[src/rtl/fifo_rd_stream_if.sv]
// Bundles the FIFO read-side and downstream stream signals of fifo_rd_stream.
// master is the block's view; slave is the view of the FIFO plus consumer around it.
interface fifo_rd_stream_if #(
  parameter int DSIZE = 8
);
  // FIFO side: a word is popped at a rising edge whenever rinc=1 (rinc only rises while rempty=0).
  // Stream side: a word moves at a rising edge when out_valid && out_ready; out_data is held
  // stable while out_valid=1 and out_ready=0.
  logic             rempty;
  logic [DSIZE-1:0] rdata;
  logic             rinc;
  logic             out_valid;
  logic             out_ready;
  logic [DSIZE-1:0] out_data;

  modport master (
    input  rempty,
    input  rdata,
    output rinc,
    output out_valid,
    input  out_ready,
    output out_data
  );

  modport slave (
    output rempty,
    output rdata,
    input  rinc,
    input  out_valid,
    output out_ready,
    input  out_data
  );
endinterface

[src/rtl/fifo_rd_stream.sv]
// Turns a FIFO read port into a valid/ready stream through a 2-entry skid buffer,
// so FIFO pops never wait on the consumer's ready in the same cycle.
module fifo_rd_stream #(
  parameter int DSIZE = 8,
  parameter int CSIZE = 16
) (
  input  logic             rclk,
  input  logic             rrst_n,
  fifo_rd_stream_if.master bus,
  input  logic             flush,
  output logic [1:0]       buf_level,
  output logic [CSIZE-1:0] word_cnt
);

  logic [1:0]       count_q, count_d;
  logic             wr_idx_q;
  logic             rd_idx_q;
  logic [CSIZE-1:0] word_cnt_q;
  logic [DSIZE-1:0] mem_q [2];

  logic push;
  logic xfer;

  // rinc is gated by rrst_n so the FIFO is never popped while the buffer is held in reset.
  assign push = rrst_n && !bus.rempty && (count_q < 2'd2) && !flush;
  assign xfer = bus.out_valid && bus.out_ready && !flush;

  assign bus.rinc      = push;
  assign bus.out_valid = (count_q != 2'd0);
  assign bus.out_data  = mem_q[rd_idx_q];
  assign buf_level     = count_q;
  assign word_cnt      = word_cnt_q;

  always_comb begin
    count_d = count_q;
    if (flush) begin
      count_d = 2'd0;
    end else begin
      case ({push, xfer})
        2'b10:   count_d = count_q + 2'd1;
        2'b01:   count_d = count_q - 2'd1;
        default: count_d = count_q;
      endcase
    end
  end

  always_ff @(posedge rclk or negedge rrst_n) begin
    if (!rrst_n) begin
      count_q    <= 2'd0;
      wr_idx_q   <= 1'b0;
      rd_idx_q   <= 1'b0;
      word_cnt_q <= '0;
    end else begin
      count_q <= count_d;
      if (flush) begin
        wr_idx_q <= 1'b0;
        rd_idx_q <= 1'b0;
      end else begin
        if (push) wr_idx_q <= ~wr_idx_q;
        if (xfer) begin
          rd_idx_q   <= ~rd_idx_q;
          word_cnt_q <= word_cnt_q + {{(CSIZE-1){1'b0}}, 1'b1};
        end
      end
    end
  end

  // Payload storage carries no reset; out_data is meaningless while out_valid=0.
  always_ff @(posedge rclk) begin
    if (push) mem_q[wr_idx_q] <= bus.rdata;
  end

endmodule

[src/flat_wrapper.sv]
// flat-port wrapper written by rule: the top's interface ports become plain ports
module fifo_rd_stream_flat 
#(
  parameter int DSIZE = 8,
  parameter int CSIZE = 16
)
  (rclk, rrst_n, flush, buf_level, word_cnt, bus_rempty, bus_rdata, bus_rinc, bus_out_valid, bus_out_ready, bus_out_data);
  fifo_rd_stream_if #(.DSIZE(DSIZE)) bus_i ();
  input  logic rclk;
  input  logic rrst_n;
  input  logic flush;
  output logic [1:0] buf_level;
  output logic [CSIZE-1:0] word_cnt;
  input wire logic [$bits(bus_i.rempty)-1:0] bus_rempty;
  input wire logic [$bits(bus_i.rdata)-1:0] bus_rdata;
  output wire logic [$bits(bus_i.rinc)-1:0] bus_rinc;
  output wire logic [$bits(bus_i.out_valid)-1:0] bus_out_valid;
  input wire logic [$bits(bus_i.out_ready)-1:0] bus_out_ready;
  output wire logic [$bits(bus_i.out_data)-1:0] bus_out_data;
  assign bus_i.rempty = bus_rempty;
  assign bus_i.rdata = bus_rdata;
  assign bus_rinc = bus_i.rinc;
  assign bus_out_valid = bus_i.out_valid;
  assign bus_i.out_ready = bus_out_ready;
  assign bus_out_data = bus_i.out_data;
  fifo_rd_stream #(.DSIZE(DSIZE), .CSIZE(CSIZE)) u_core (.rclk(rclk), .rrst_n(rrst_n), .bus(bus_i), .flush(flush), .buf_level(buf_level), .word_cnt(word_cnt));
endmodule
[config.mk]
export PLATFORM = sky130hd
export DESIGN_NAME = fifo_rd_stream_flat
export DESIGN_NICKNAME = d
export VERILOG_FILES = /design/src/rtl/fifo_rd_stream_if.sv /design/src/rtl/fifo_rd_stream.sv /design/src/flat_wrapper.sv
export SDC_FILE = /design/constraint.sdc
export NUM_CORES = 1
export LEC_CHECK = 0
export ABC_AREA = 1
export ABC_CLOCK_PERIOD_IN_PS = 1500
export CAP_MARGIN = 20
export CORE_ASPECT_RATIO = 1.1
export CORE_MARGIN = 2
export CORE_UTILIZATION = 46
export CTS_BUF_LIST = sky130_fd_sc_hd__clkbuf_8
export DETAILED_ROUTE_END_ITERATION = 8
export PLACE_DENSITY = 0.75
export RECOVER_POWER = 50
export SLEW_MARGIN = 10
export SYNTH_ARGS = -nofsm -noshare
export SYNTH_HDL_FRONTEND = slang
export SYNTH_SLANG_ARGS = --single-unit
[constraint.sdc]
create_clock -name rclk -period 1.5 [get_ports rclk]
set_input_delay 0.375 -clock rclk [delete_from_list [all_inputs] [get_ports rclk]]
set_output_delay 0.375 -clock rclk [all_outputs]
set_load 0.01 [all_outputs]
==> results of run 1 <==
## layer usage
layer / vias up / GRT usage (%) / part of all wire [%]
met5: - / 0 / 0
met4: 0 / 10.1 / 2.4
met3: 11 / 4.91 / 4.5
met2: 42 / 33.1 / 51
met1: 717 / 22.9 / 42
li1: 756 / - / -
## per-stage QoR
stage	utilization [%]	hold slack, ps	setup TNS (ps)	setup slack [ps]	area [sq um]
2_1_floorplan	-	79.4	0	8.26	1720
3_3_place_gp	65.4	507	-9290	-520	2350
3_5_place_dp	65.4	514	-9860	-519	2350
4_1_cts	70.8	243	-230	-49.6	2550
5_1_grt	74.4	394	-1300	-106	2680
6_report	74.4	346	-193	-44.1	2680
## power by group through the flow
stage | Combinational (mW) | Sequential (mW) | Clock [mW]
2_1_floorplan | 0.346 | 1.27 | 0
3_3_place_gp | 0.876 | 1.24 | 0
3_5_place_dp | 0.891 | 1.24 | 0
4_1_cts | 0.945 | 1.20 | 1.20
5_1_grt | 1.19 | 1.21 | 1.25
6_report | 1.08 | 1.20 | 1.19
## sequential cells by signal, indices dropped and copies added (netlist names)
register,flops
u_core.wr_idx_q,1
u_core.rd_idx_q,1
u_core.buf_level,2
u_core.mem_q,16
u_core.word_cnt,16
## worst min-delay path by stage
| stage | start | endpoint | slack (ps) | depth (start not counted) |
|---|---|---|---|---|
| 3_5_place_dp | u_core.word_cnt[12] | u_core.word_cnt[12] | 510 | 2 |
| 4_1_cts | rrst_n | u_core.word_cnt[6] | 240 | 2 |
| 2_1_floorplan | rrst_n | u_core.buf_level[0] | 80 | 0 |
| 5_1_grt | rrst_n | u_core.word_cnt[1] | 390 | 2 |
| 3_3_place_gp | u_core.word_cnt[14] | u_core.word_cnt[14] | 510 | 2 |
| 6_report | rrst_n | u_core.word_cnt[6] | 350 | 2 |
## placed cells by master, fill, tap and decap left out, drive strengths merged
cell and count:
nand2 77, clkdlybuf4s50 1, xnor2 5, buf 44, ha 1, dlygate4sd2 18, clkbuf 7, clkdlybuf4s15 1
bufinv 3, xor2 4, dfrtp 20, nor3 1, dlymetal6s2s 2, nand3 14, edfxtp 16, clkinv 2
inv 20, o21ai 2, nand4 7, nor3b 1, dlygate4sd3 8, nor2 15, a21oi 1
## worst max-delay path, stage by stage, from the launching register on
cell and delay (ps):
dfrtp_1 400, buf_6 140, buf_6 120, nand2_2 40, nand2_1 40, buf_2 130
## cell type report
class | count | area (sq um)
Clock buffer | 5 | 68.8
Clock inverter | 3 | 90.1
Fill cell | 247 | 922
Inverter | 21 | 101
Multi-Input combinational cell | 128 | 719
Sequential cell | 36 | 981
Tap cell | 50 | 62.6
Timing Repair Buffer | 76 | 643
Timing Repair inverter | 1 | 8.76
## cells by family after synthesis
| logic type | after synthesis | share of synthesized area (%) |
|---|---|---|
| buffers and inverters | 22 | 5.05 |
| AND/OR/NAND/NOR | 115 | 31.3 |
| XOR/XNOR | 9 | 4.62 |
| AO/OA/AOI/OAI | 3 | 0.879 |
| adder cells (fa/ha/maj) | 1 | 0.732 |
| flip-flops | 36 | 57.4 |
## repair_timing
item	4_1_cts	5_1_grt
pin swaps	7	10
cloned	1	0
buffers inserted	7	5
gates resized for setup	73	25
setup endpoints to repair	36	30
==> flow_summary.json, run 1 <==
{
  "die_area_sq_um": 4220,
  "peakVddDrop_v": 0.000717,
  "diodes": 0,
  "die_x_um": 62.1,
  "place_inst": 299,
  "track_usage_pct": 19.7,
  "yosys_warnings": 0,
  "wl_per_cell_um": 12.7,
  "skew_ps": 7.10,
  "r2r_end": "u_core.word_cnt[11]",
  "drive_above_1_share_pct": 31.9,
  "cts_hold_buf": 0,
  "pwr-share-comb_pct": 31.2,
  "clkLatencyLatePin_ps": 290,
  "ios": 41,
  "antenna_found_initial": 0,
  "syn-cell-area_sq_um": 1710,
  "synth-seq-cells": 36,
  "power.total_mw": 3.48,
  "synth_area_leaders": "dfrtp_1, edfxtp_1, nand2_1, inv_1, nand3_1",
  "p_leak_nw": 1.32,
  "wirelength_mm": 4.05,
  "syn2layout_area_growth_pct": 56.6,
  "slew_headroom_pct": 63.4,
  "reg2reg_depth": 10,
  "ctsHtreeMaxLevel": 2,
  "async_flop_share_pct": 55.6,
  "cp_max_fo": 5,
  "cts_tree": "done",
  "arrival_ps": 1170,
  "crit_path_start_kind": "flop",
  "syn_nets": 200,
  "synth-main-ff-cell": "dfrtp_1",
  "r2r_slack_ps": 30,
  "worst_ep_required_time_ps": 1120,
  "synth_edf_count": 16,
  "die_h_um": 67.9,
  "r2r_start": "u_core.buf_level[1]",
  "vias": 1526,
  "first_iter_violations": 35,
  "maxCapViolCount": 0,
  "grt_pass1_wl_mm": 5.92,
  "hold_viol_final": 0,
  "nets": 283,
  "fin_cells": 320,
  "p_seq_share_pct": 34.5,
  "setup-violations-final": 6,
  "synth_cells": 186,
  "synth-seq-area-share_pct": 57.4,
  "cp-endpoint": "bus_out_data[3]",
  "status": "finished, violations left",
  "violations": "negative setup slack",
  "synth_commonest_cells": "nand2_1, dfrtp_1, inv_1",
  "drc": 0,
  "cts_buffer_depth": 2,
  "via_per_inst": 4.77,
  "synth_top_area_share_pct": 29.3,
  "synth_top_cell_by_area": "dfrtp_1",
  "start_util_pct": 47.5,
  "fin_crit_sh_pct": 103,
  "clk_pin_slew_ps": 70,
  "ys_types": 24,
  "grt_overflow": 0,
  "core-area_sq_um": 3600,
  "ant_nets": 0,
  "num_rows": 23,
  "cts_made_buffers": 5,
  "post-route-min-period_ps": 1540,
  "min_path_type": "primary input to asynchronous set/reset pin",
  "portBuffers": 40,
  "firstDrtPassIters": 4,
  "tightest_slew_ps": 550,
  "cts-root-buf": "clkbuf_8",
  "p_clk_share_pct": 34.4,
  "worst_setup_path_end_kind": "primary output",
  "yosysMostFrequentCell": "nand2_1",
  "grt_pass1_vias": 1352,
  "intPower_mw": 2.50,
  "p_per_area_nw_per_um2": 1300,
  "setup_ws_ps": -44.1,
  "switching_share_pct": 27.9,
  "startpoint": "u_core.rd_idx_q",
  "rsz0062_at_grt": "yes",
  "grt_max_degree": 21,
  "crit_type": "flop to primary output",
  "cts_sinks": 36,
  "dpl.hpwl_mm": 2.52,
  "p_sw_mw": 0.971,
  "syn_area_per_cell_sq_um": 9.18,
  "final_max_slew_viol_count": 0,
  "gp_congestion": 0.866,
  "fmaxAchievable_mhz": 648
}
No activity file was read; power rests on OpenSTA's default activity.
==> inputs of run 2 (changes only) <==
- CAP_MARGIN: 20 -> 0
- CTS_CLUSTER_DIAMETER: unset -> 120
==> results of run 2 <==
No change in the layout: final DEF, timing and power equal those of run 1.
